==> src/rtl/legv8_pkg.sv <==
// Shared LEGv8 encoding definitions: op selects, opcodes and field positions.
package legv8_pkg;

  typedef enum logic [3:0] {
    OP_ADD     = 4'd0,
    OP_SUB     = 4'd1,
    OP_AND     = 4'd2,
    OP_ORR     = 4'd3,
    OP_LDUR    = 4'd4,
    OP_STUR    = 4'd5,
    OP_LSL     = 4'd6,
    OP_LSR     = 4'd7,
    OP_B       = 4'd8,
    OP_CBZ     = 4'd9,
    OP_CBNZ    = 4'd10,
    OP_ADDI    = 4'd11,
    OP_SUBI    = 4'd12,
    OP_ANDI    = 4'd13,
    OP_ORRI    = 4'd14,
    OP_ILLEGAL = 4'd15
  } op_sel_e;

  // Opcodes, shared with the control-unit decoder
  localparam logic [10:0] OPC_ADD  = 11'b10001011000;
  localparam logic [10:0] OPC_SUB  = 11'b11001011000;
  localparam logic [10:0] OPC_AND  = 11'b10001010000;
  localparam logic [10:0] OPC_ORR  = 11'b10101010000;
  localparam logic [10:0] OPC_LDUR = 11'b11111000010;
  localparam logic [10:0] OPC_STUR = 11'b11111000000;
  localparam logic [10:0] OPC_LSL  = 11'b11010011011;
  localparam logic [10:0] OPC_LSR  = 11'b11010011010;
  localparam logic [5:0]  OPC_B    = 6'b000101;
  localparam logic [7:0]  OPC_CBZ  = 8'b10110100;
  localparam logic [7:0]  OPC_CBNZ = 8'b10110101;
  localparam logic [9:0]  OPC_ADDI = 10'b1001000100;
  localparam logic [9:0]  OPC_SUBI = 10'b1101000100;
  localparam logic [9:0]  OPC_ANDI = 10'b1001001000;
  localparam logic [9:0]  OPC_ORRI = 10'b1011001000;

  // Field LSB positions per format
  localparam int unsigned RD_LSB     = 0;
  localparam int unsigned RN_LSB     = 5;
  localparam int unsigned SHAMT_LSB  = 10;
  localparam int unsigned RM_LSB     = 16;
  localparam int unsigned R_OPC_LSB  = 21;
  localparam int unsigned I_IMM_LSB  = 10;
  localparam int unsigned I_OPC_LSB  = 22;
  localparam int unsigned D_IMM_LSB  = 12;
  localparam int unsigned D_OPC_LSB  = 21;
  localparam int unsigned B_OPC_LSB  = 26;
  localparam int unsigned CB_IMM_LSB = 5;
  localparam int unsigned CB_OPC_LSB = 24;

  // True when imm[25:n-1] are all equal, i.e. imm is representable in n signed bits
  function automatic logic fits_signed(input logic [25:0] imm, input int unsigned n);
    logic ok;
    ok = 1'b1;
    for (int unsigned i = n - 1; i < 26; i++) begin
      if (imm[i] != imm[25]) ok = 1'b0;
    end
    return ok;
  endfunction

endpackage

==> src/rtl/legv8_encode.sv <==
// Combinational LEGv8 instruction encoder with immediate range checking.
module legv8_encode
  import legv8_pkg::*;
(
  input  logic [3:0]  op_sel,
  input  logic [4:0]  rd,
  input  logic [4:0]  rn,
  input  logic [4:0]  rm,
  input  logic [5:0]  shamt,
  input  logic [25:0] imm,
  output logic [31:0] word,
  output logic        legal
);

  logic [31:0] r_regs;
  logic [31:0] r_shift;
  logic [31:0] i_body;
  logic [31:0] d_body;
  logic [31:0] cb_body;

  // Shared field placement for each format body
  always_comb begin
    r_regs  = (32'(rm) << RM_LSB) | (32'(shamt) << SHAMT_LSB) | (32'(rn) << RN_LSB) | (32'(rd) << RD_LSB);
    r_shift = (32'(shamt) << SHAMT_LSB) | (32'(rn) << RN_LSB) | (32'(rd) << RD_LSB);
    i_body  = (32'(imm[11:0]) << I_IMM_LSB) | (32'(rn) << RN_LSB) | (32'(rd) << RD_LSB);
    d_body  = (32'(imm[8:0]) << D_IMM_LSB) | (32'(rn) << RN_LSB) | (32'(rd) << RD_LSB);
    cb_body = (32'(imm[18:0]) << CB_IMM_LSB) | (32'(rd) << RD_LSB);
  end

  // Opcode selection and legality per op_sel
  always_comb begin
    word  = '0;
    legal = 1'b1;
    case (op_sel_e'(op_sel))
      OP_ADD:  word = (32'(OPC_ADD) << R_OPC_LSB) | r_regs;
      OP_SUB:  word = (32'(OPC_SUB) << R_OPC_LSB) | r_regs;
      OP_AND:  word = (32'(OPC_AND) << R_OPC_LSB) | r_regs;
      OP_ORR:  word = (32'(OPC_ORR) << R_OPC_LSB) | r_regs;
      OP_LSL:  word = (32'(OPC_LSL) << R_OPC_LSB) | r_shift;
      OP_LSR:  word = (32'(OPC_LSR) << R_OPC_LSB) | r_shift;
      OP_LDUR: begin
        word  = (32'(OPC_LDUR) << D_OPC_LSB) | d_body;
        legal = fits_signed(imm, 9);
      end
      OP_STUR: begin
        word  = (32'(OPC_STUR) << D_OPC_LSB) | d_body;
        legal = fits_signed(imm, 9);
      end
      OP_B:    word = (32'(OPC_B) << B_OPC_LSB) | 32'(imm);
      OP_CBZ: begin
        word  = (32'(OPC_CBZ) << CB_OPC_LSB) | cb_body;
        legal = fits_signed(imm, 19);
      end
      OP_CBNZ: begin
        word  = (32'(OPC_CBNZ) << CB_OPC_LSB) | cb_body;
        legal = fits_signed(imm, 19);
      end
      OP_ADDI: begin
        word  = (32'(OPC_ADDI) << I_OPC_LSB) | i_body;
        legal = (imm[25:12] == '0);
      end
      OP_SUBI: begin
        word  = (32'(OPC_SUBI) << I_OPC_LSB) | i_body;
        legal = (imm[25:12] == '0);
      end
      OP_ANDI: begin
        word  = (32'(OPC_ANDI) << I_OPC_LSB) | i_body;
        legal = (imm[25:12] == '0);
      end
      OP_ORRI: begin
        word  = (32'(OPC_ORRI) << I_OPC_LSB) | i_body;
        legal = (imm[25:12] == '0);
      end
      default: legal = 1'b0;
    endcase
  end

endmodule

==> src/rtl/instr_encoder_loader.sv <==
// Streams encoded LEGv8 instructions into imem at consecutive word addresses.
module instr_encoder_loader
  import legv8_pkg::*;
#(
  parameter int unsigned ADDR_W = 6,
  parameter int unsigned DEPTH  = 64
) (
  input  logic              clk,
  input  logic              rst_n,
  input  logic              start,
  input  logic [ADDR_W-1:0] base_addr,
  input  logic              finish,
  input  logic              in_valid,
  output logic              in_ready,
  input  logic [3:0]        op_sel,
  input  logic [4:0]        rd,
  input  logic [4:0]        rn,
  input  logic [4:0]        rm,
  input  logic [5:0]        shamt,
  input  logic [25:0]       imm,
  output logic              imem_we,
  output logic [ADDR_W-1:0] imem_addr,
  output logic [31:0]       imem_wdata,
  output logic [ADDR_W:0]   count,
  output logic              busy,
  output logic              done,
  output logic              err
);

  localparam logic [1:0] S_IDLE = 2'd0;
  localparam logic [1:0] S_RUN  = 2'd1;
  localparam logic [1:0] S_FULL = 2'd2;

  localparam logic [ADDR_W:0] DEPTH_C = (ADDR_W + 1)'(DEPTH);

  logic [1:0]        state;
  logic [ADDR_W-1:0] pointer;
  logic [ADDR_W:0]   slots;
  logic [31:0]       enc_word;
  logic              enc_legal;
  logic              accept;
  logic              write_ok;

  legv8_encode u_encode (
    .op_sel (op_sel),
    .rd     (rd),
    .rn     (rn),
    .rm     (rm),
    .shamt  (shamt),
    .imm    (imm),
    .word   (enc_word),
    .legal  (enc_legal)
  );

  // Handshake: finish takes priority over new instructions
  always_comb begin
    in_ready = (state == S_RUN) && (slots < DEPTH_C) && !finish;
    accept   = in_valid && in_ready;
    write_ok = accept && enc_legal;
  end

  // Session FSM, write pointer, slot/word counters and registered imem port.
  // The write issued on the cycle entering FULL or on a finish cycle is already
  // on the bus, so leaving to IDLE at the next edge lets it drain.
  always_ff @(posedge clk or negedge rst_n) begin
    if (!rst_n) begin
      state      <= S_IDLE;
      pointer    <= '0;
      slots      <= '0;
      imem_we    <= 1'b0;
      imem_addr  <= '0;
      imem_wdata <= '0;
      count      <= '0;
      busy       <= 1'b0;
      done       <= 1'b0;
      err        <= 1'b0;
    end else begin
      imem_we <= write_ok;
      done    <= 1'b0;
      if (write_ok) begin
        imem_addr  <= pointer;
        imem_wdata <= enc_word;
        pointer    <= pointer + ADDR_W'(1);
        count      <= count + (ADDR_W + 1)'(1);
        slots      <= slots + (ADDR_W + 1)'(1);
      end
      if (accept && !enc_legal) err <= 1'b1;
      case (state)
        S_IDLE: begin
          if (start) begin
            state   <= S_RUN;
            busy    <= 1'b1;
            pointer <= base_addr;
            slots   <= '0;
            count   <= '0;
            err     <= 1'b0;
          end
        end
        S_RUN: begin
          if (finish) begin
            state <= S_IDLE;
            busy  <= 1'b0;
            done  <= 1'b1;
          end else if (write_ok && (slots + (ADDR_W + 1)'(1) == DEPTH_C)) begin
            state <= S_FULL;
          end
        end
        S_FULL: begin
          state <= S_IDLE;
          busy  <= 1'b0;
          done  <= 1'b1;
        end
        default: begin
          state <= S_IDLE;
          busy  <= 1'b0;
        end
      endcase
    end
  end

endmodule

==> config.mk <==
export PLATFORM = sky130hd
export DESIGN_NAME = instr_encoder_loader
export DESIGN_NICKNAME = d
export VERILOG_FILES = /design/src/rtl/legv8_pkg.sv /design/src/rtl/legv8_encode.sv /design/src/rtl/instr_encoder_loader.sv
export SDC_FILE = /design/constraint.sdc
export NUM_CORES = 1
export LEC_CHECK = 0
export ABC_CLOCK_PERIOD_IN_PS = 2100
export CORE_MARGIN = 8
export CORE_UTILIZATION = 40
export DETAILED_ROUTE_END_ITERATION = 8
export GPL_TIMING_DRIVEN = 0
export PLACE_DENSITY = 0.78
export SYNTH_ARGS = -nofsm -noshare
export SYNTH_HDL_FRONTEND = slang
export SYNTH_SLANG_ARGS = --single-unit
==> constraint.sdc <==
create_clock -name clk -period 2.1 [get_ports clk]
set_input_delay 0.21 -clock clk [delete_from_list [all_inputs] [get_ports clk]]
set_output_delay 0.21 -clock clk [all_outputs]
set_load 0.05 [all_outputs]
Yosys cells after proc, flatten, opt, wreduce, memory -nomap -nowiden
Index checks and enable logic that the tools add are counted.
{"block": "classes", "addsub": 3, "n_mul": 0, "div": 0, "magnitude_cmp": 1, "eq_ne": 37, "shift": 0, "mux": 47, "n_bitwise": 10, "reduce_logical": 17}
{"cell": "case mux 32 bit (15 select lines)", "count": 1}
{"cell": "OR 31 x 5 -> 31 bit", "count": 2}
{"cell": "2-to-1 mux 7 bit", "count": 6}
{"cell": "OR 31 x 10 -> 31 bit", "count": 1}
{"cell": "2-to-1 mux 1 bit", "count": 30}
{"cell": "OR 30 x 5 -> 30 bit", "count": 1}
{"cell": "equality test 4 bit (second input constant)", "count": 7}
{"cell": "OR 27 x 5 -> 27 bit", "count": 1}
{"cell": "OR 24 x 5 -> 24 bit", "count": 1}
{"cell": "OR 22 x 10 -> 22 bit", "count": 1}
{"cell": "OR 21 x 10 -> 21 bit", "count": 1}
{"cell": "OR 21 x 16 -> 21 bit", "count": 1}
{"cell": "2-to-1 mux 6 bit", "count": 3}
{"cell": "inequality test 1 bit", "count": 17}
{"cell": "equality test 4 x 3 -> 1 bit (second input constant)", "count": 4}
{"cell": "OR 16 x 10 -> 16 bit", "count": 1}
{"cell": "adder 7 x 1 -> 7 bit (second input constant)", "count": 2}
{"cell": "logical NOT 14 bit", "count": 1}
{"cell": "equality test 4 x 2 -> 1 bit (second input constant)", "count": 2}
{"cell": "equality test 7 bit (second input constant)", "count": 1}
{"cell": "< comparator 7 bit (second input constant)", "count": 1}
{"cell": "OR reduction 7 bit", "count": 1}
{"cell": "adder 6 x 1 -> 6 bit (second input constant)", "count": 1}
{"cell": "logical AND 1 bit", "count": 6}
{"cell": "15 further kinds", "count": 22}
{"block": "word_totals", "reg_bits": 64, "latchBits": 0, "ram_bits": 0, "rom_bits": 0, "input_bits": 62, "output_inout_bits": 50, "n_memories": 0}

Longest topological paths before layout
{"block": "depth", "depth_word": 24, "mapped_depth": 12}

Cells and area by module
Synthesis repeated with hierarchy kept, for this count alone.
{"block": "unflattened", "hier_cells": 373, "area_unflattened_um2": 3838.7}
{"mod": "instr_encoder_loader", "n_inst": 1, "cells_per_inst": 236, "area_per_inst_um2": 2897.8, "seq_area_each_um2": 1601.5}
{"mod": "legv8_encode", "n_inst": 1, "cells_per_inst": 137, "area_per_inst_um2": 940.9, "seq_area_each_um2": 0.0}

Least setup slack after synthesis
Ideal clock, no wire load.
{"block": "synth_path", "kind": "register to register", "startpoint": "reg state[1]", "endpoint": "reg pointer[3]", "arrival_time_ns": 2.401, "required_time_ns": 1.976, "slack_ns": -0.425, "stages_incl_launch_ff": 11, "path_buffers": 2, "cell_sequence": "dfrtp_1 -> inv_1 -> ha_1 -> nand2b_1 -> nor2_1 -> and2_1 -> buf_2 -> o21ai_4 -> buf_6 -> o21a_1 -> o31a_1"}
{"block": "synth_between", "elab_chain_cells": 8}
{"element": "from (decl)", "line": "instr_encoder_loader.sv:36", "rtl": "logic [1:0] state;"}
{"element": "from (signal assigned)", "line": "instr_encoder_loader.sv:67", "rtl": "state <= S_IDLE;"}
{"element": "from (signal assigned)", "line": "instr_encoder_loader.sv:91", "rtl": "state <= S_RUN;"}
{"element": "from (signal assigned)", "line": "instr_encoder_loader.sv:101", "rtl": "state <= S_IDLE;"}
{"element": "equality test 2 x 1 -> 1 bit (*)", "line": "instr_encoder_loader.sv:57", "rtl": "in_ready = (state == S_RUN) && (slots < DEPTH_C) && !finish;"}
{"element": "logical AND 1 bit (*) (2 in a row)", "line": "instr_encoder_loader.sv:57"}
{"element": "via in_ready", "line": "instr_encoder_loader.sv:14", "rtl": "output logic in_ready,"}
{"element": "logical AND 1 bit (*)", "line": "instr_encoder_loader.sv:58", "rtl": "accept = in_valid && in_ready;"}
{"element": "logical AND 1 bit (*)", "line": "instr_encoder_loader.sv:59", "rtl": "write_ok = accept && enc_legal;"}
{"element": "2-to-1 mux 6 bit (*)", "line": "instr_encoder_loader.sv:80", "rtl": "if (write_ok) begin"}
{"element": "2-to-1 mux 6 bit", "line": "instr_encoder_loader.sv:90", "rtl": "if (start) begin"}
{"element": "2-to-1 mux 6 bit (*)", "line": "instr_encoder_loader.sv:88", "rtl": "case (state)"}
{"element": "to (signal assigned)", "line": "instr_encoder_loader.sv:83", "rtl": "pointer <= pointer + ADDR_W'(1);"}
{"element": "to (signal assigned)", "line": "instr_encoder_loader.sv:93", "rtl": "pointer <= base_addr;"}
{"element": "to (decl)", "line": "instr_encoder_loader.sv:37", "rtl": "logic [ADDR_W-1:0] pointer;"}
Mark *: on every way through the listed nets, which the timed path passes. The rest lies on a longest branch.
A chain may end at the register's enable or synchronous reset.

Final worst setup path
{"block": "layout_path", "startpoint": "in op_sel[2]", "endpoint": "reg slots[3]"}
{"block": "layout_between", "elab_chain_cells": 7}
{"element": "from (decl)", "line": "instr_encoder_loader.sv:15", "rtl": "input logic [3:0] op_sel,"}
{"element": "equality test 4 x 1 -> 1 bit, or another cell as far along", "line": "legv8_encode.sv:34", "rtl": "case (op_sel_e'(op_sel))"}
{"element": "OR reduction 7 bit (no source line), or another cell as far along"}
{"element": "case mux 1 bit (4 select lines) (*)", "line": "legv8_encode.sv:34"}
{"element": "logical AND 1 bit (*)", "line": "instr_encoder_loader.sv:59"}
{"element": "2-to-1 mux 7 bit (*)", "line": "instr_encoder_loader.sv:80"}
{"element": "2-to-1 mux 7 bit", "line": "instr_encoder_loader.sv:90"}
{"element": "2-to-1 mux 7 bit (*)", "line": "instr_encoder_loader.sv:88"}
{"element": "to (signal assigned)", "line": "instr_encoder_loader.sv:85", "rtl": "slots <= slots + (ADDR_W + 1)'(1);"}
{"element": "to (decl)", "line": "instr_encoder_loader.sv:38", "rtl": "logic [ADDR_W:0] slots;"}
Every way passes the cells marked *; elsewhere a longest branch is shown, timed or not.

==> impl_metrics.ini <==
[power_and_ir_drop]
seq_power_share_pct = 30.9
power_per_cell_area_nw_per_um2 = 1210
cell_internal_pwr_mw = 3.45
switching_power_mw = 2.99
ir_drop_mv = 0.652
p_leak_nw = 2.37
p_comb_share_pct = 51.2
power_switching_share_pct = 46.5
power.clock.fraction_pct = 17.9

[critical_path]
arrival_time_at_the_worst_endpoint_ns = 2.32
cp.required_ns = 2.38
cp-start-kind = input port
timing.setup.critical_path_class = in2reg
critical_path_peak_fanout = 10
worst_setup_path_end_kind = register
worstPathCellList = dlygate4sd2_1 -> buf_6 -> nand2b_4 -> o21ba_4 -> a31oi_4 -> a221oi_4 -> o21ai_4 -> buf_6 -> or4_1 -> nand2_1
max_stage_delay_cell_worst_path = sky130_fd_sc_hd__or4_1
cell_repeated_most_along_the_worst_path = sky130_fd_sc_hd__buf_6
cp_slowest_stage_delay_ns = 0.49

[clocking]
path_clk_slew_ns = 0.08
cts_max_path_buffers = 2
clk_latency_ns = 0.35
numClockSinks = 64
cts_made_buffers = 9
h-tree-depth = 3
clock_tree.root_cell = sky130_fd_sc_hd__clkbuf_8
cts_tree = built

[global_routing]
antenna_found_initial = 0
grt_first_pass_wirelength_mm = 19.4
grt_start_max_net_pins = 65
grt_pass1_vias = 3860
globalRoute.totalOverflow = 0
track_usage_pct = 19.0

[floorplanning]
core_area_um2 = 8760
die_y_um = 111
die-width_um = 111
die_area_um2 = 12400
floorplan.io_pins = 112
floorplan.initialDensity_pct = 41.3
row_count = 34

[drt]
route.vias.total = 3716
wire_length_per_cell_um = 18.3
detail_route.vias_per_cell = 5.66
detailedRoute.firstIterationViolations = 270
ant_nets = 0
dr.pass1.iters = 5
drc = 0
wl_mm = 12.0

[synth]
ys_seq_elements = 64
synth_edf_count = 0
ys_types = 51
postSynthNetCount = 480
yosys_warnings = 0
synthesized_instance_count = 410
synth_async_sr_flop_share_pct = 100
syn_avg_cell_area_um2 = 8.83
yosysSeqAreaShare_pct = 44.2
predominant_post_synthesis_flop_cell = sky130_fd_sc_hd__dfrtp_1
netlist_area_um2 = 3620

[placement]
dpl_worst_slack_ns = -0.853
dp.final_hpwl_mm = 9.14
buffer_ports.inserted = 109
placedCellCount = 627
postPlaceCellArea_um2 = 4870
globalplace.congestion = 0.875

[layout]
final_cell_count_no_fill = 657
multi_input_area_um2 = 1980
p_r_area_growth_vs_syn_pct = 47.6
register_area_um2 = 1600
final_cell_area_um2 = 5350
num-fill-cells = 775
antenna-diode-count = 0
num-nets-final = 614
utilization_pct = 61.0
layout-drive-gt1-share_pct = 14.6

[timing]
finalWorstPathRequiredPeriod_ns = 2.04
final_max_slew_viols = 0
fraction_of_the_cycle_the_final_worst_path_needs_pct = 96.9
hold_viol_final = 0
fmax_ghz = 0.491
worst_slack_setup_final_ns = 0.0641
slew_headroom_pct = 45.3
timing.clock.skew_ns = 0.0111
report.final.setup_viol = 0
worstMarginPinSlew_ns = 0.821

[run]
max_cap_viol_count = 0

[status]
outcome = finished clean

[hold_path]
min-delay-path-class = in2reg
-- Yosys cell counts (3+ instances only) --
master                      n  area (um2)
sky130_fd_sc_hd__a21o_1     3        22.5
sky130_fd_sc_hd__a21oi_1   25         125
sky130_fd_sc_hd__a221oi_1  11        96.3
sky130_fd_sc_hd__a222oi_1   7        70.1
sky130_fd_sc_hd__a22o_1     4        35.0
sky130_fd_sc_hd__a22oi_1    6        45.0
sky130_fd_sc_hd__a31oi_1   10        62.6
sky130_fd_sc_hd__and2_1     6        37.5
sky130_fd_sc_hd__and2b_1    4        30.0
sky130_fd_sc_hd__buf_2     12        60.1
sky130_fd_sc_hd__buf_4      4        30.0
sky130_fd_sc_hd__clkbuf_1   9        33.8
sky130_fd_sc_hd__dfrtp_1   64        1600
sky130_fd_sc_hd__ha_1       8         100
sky130_fd_sc_hd__inv_1      7        26.3
sky130_fd_sc_hd__nand2_1   65         244
sky130_fd_sc_hd__nand2b_1   3        18.8
sky130_fd_sc_hd__nand3_1    7        35.0
sky130_fd_sc_hd__nand4_1    5        31.3
sky130_fd_sc_hd__nor2_1    46         173
sky130_fd_sc_hd__nor2b_1    8        50.1
sky130_fd_sc_hd__nor3_1     7        35.0
sky130_fd_sc_hd__o211ai_1   5        37.5
sky130_fd_sc_hd__o21a_1     4        30.0
sky130_fd_sc_hd__o21ai_0   32         160
sky130_fd_sc_hd__o22a_1     3        26.3
sky130_fd_sc_hd__or2_2      3        18.8
sky130_fd_sc_hd__or3_1      7        43.8
sky130_fd_sc_hd__xnor2_1    5        43.8
sky130_fd_sc_hd__xor2_1     4        35.0
-- kinds of logic (layout without fill, tap and decap cells) --
kind of cell	Yosys count	after routing	synth area share (%)
AOI/OAI and AO/OA	121	121	23.2
xor gates and xnor gates	9	9	2.18
adders and majority gates	8	8	2.76
buffers and inverters	35	174	4.87
DFF	64	64	44.2
muxes	2	2	0.553
and+or+nand+nor	171	171	22.2
-- cells in the final DEF (no fill, tap or decap), types with 3 or more instances in the layout --
master and count:
sky130_fd_sc_hd__a21o_1 3, sky130_fd_sc_hd__dfrtp_1 64, sky130_fd_sc_hd__o21ai_0 32, sky130_fd_sc_hd__or2_2 3, sky130_fd_sc_hd__clkdlybuf4s50_1 89, sky130_fd_sc_hd__buf_4 19
sky130_fd_sc_hd__dlygate4sd2_1 14, sky130_fd_sc_hd__nor3_1 6, sky130_fd_sc_hd__a21oi_1 25, sky130_fd_sc_hd__o22a_1 3, sky130_fd_sc_hd__xnor2_1 4, sky130_fd_sc_hd__nor2b_1 7
sky130_fd_sc_hd__nand3_1 7, sky130_fd_sc_hd__nor2_2 3, sky130_fd_sc_hd__nor2_1 42, sky130_fd_sc_hd__o211ai_1 5, sky130_fd_sc_hd__a222oi_1 7, sky130_fd_sc_hd__or3_1 7
sky130_fd_sc_hd__ha_1 7, sky130_fd_sc_hd__and2_1 5, sky130_fd_sc_hd__xor2_1 4, sky130_fd_sc_hd__a22o_1 4, sky130_fd_sc_hd__a31oi_1 10, sky130_fd_sc_hd__a22oi_1 6
sky130_fd_sc_hd__nand2_1 65, sky130_fd_sc_hd__a221oi_2 5, sky130_fd_sc_hd__buf_6 8, sky130_fd_sc_hd__clkbuf_8 11, sky130_fd_sc_hd__a221oi_1 6, sky130_fd_sc_hd__o21a_1 4
sky130_fd_sc_hd__buf_2 3, sky130_fd_sc_hd__clkbuf_1 7, sky130_fd_sc_hd__dlymetal6s2s_1 4, sky130_fd_sc_hd__inv_1 5, sky130_fd_sc_hd__and2b_1 4, sky130_fd_sc_hd__nand4_1 5
-- through the flow --
step / TNS (ns) / power (mW) / hold slack [ns]
2_1_floorplan: 0 / 4.04 / -0.0856
3_3_place_gp: -123.34 / 5.21 / 0.461
3_5_place_dp: -43.78 / 5.28 / 0.362
4_1_cts: 0 / 6.45 / 0.304
5_1_grt: -0.0362 / 6.75 / 0.326
6_report: 0 / 6.44 / 0.319
-- layout make-up --
| class | instances | area share [%] |
|---|---|---|
| clock buffers | 11 | 2.83 |
| flip-flops and latches | 64 | 30.0 |
| inverters | 7 | 0.492 |
| well taps | 108 | 2.53 |
| clock inverters | 5 | 1.19 |
| multi-input cells | 311 | 37.0 |
| plain buffers | 26 | 3.53 |
| repair buffers | 125 | 22.5 |
-- registers in the layout (all words and copies together) (netlist names) --
signal      flops
pointer         6
busy            1
state           2
slots           7
imem_we         1
err             1
imem_wdata     32
count           7
imem_addr       6
done            1
-- layer usage --
layer	vias up	share of wire, %	global-route usage, %
li1	1734	-	-
met1	1757	42	22.5
met2	197	47	31.1
met3	28	8.7	6.55
met4	0	2.1	6.76
met5	-	0	0
-- critical path, delay by kind of cell --
kind / cells / cell delay (ns)
AO/OA/AOI/OAI: 4 / 0.88
buffers and inverters: 3 / 0.52
AND/OR/NAND/NOR: 3 / 0.71
-- power groups by stage --
stage	sequential (mW)	combinational [mW]	clock [mW]
final	1.99	3.30	1.15
after global routing	2.05	3.49	1.21
after CTS	1.99	3.31	1.15
after detailed placement	2.01	3.27	0
after global placement	1.99	3.23	0
after floorplan	3.30	0.736	0
-- what timing repair did --
action                                  in CTS  in global routing
pin swaps                                    4                  4
endpoints found under the setup margin      59                 44
gates resized for setup                     45                 18
hold buffers                                 1                  0
endpoints found under the hold margin       24                  0
buffers inserted                            11                  3
cloned                                       1                  0
-- worst paths after layout --
check / slack (ns) / cells past startpoint / endpoint / startpoint
worst max-delay path: 0.06 / 10 / slots[3] / op_sel[2]
worst min-delay path: 0.32 / 3 / imem_wdata[21] / op_sel[0]
worst max register to register: 0.12 / 10 / slots[3] / state[1]
worst min register to register: 0.48 / 1 / imem_wdata[27] / imem_wdata[27]
max in group asynchronous: 1.06 / 2 / slots[3] / rst_n
min in group asynchronous: 0.49 / 2 / pointer[5] / rst_n
(Power assumes the default switching activity.)
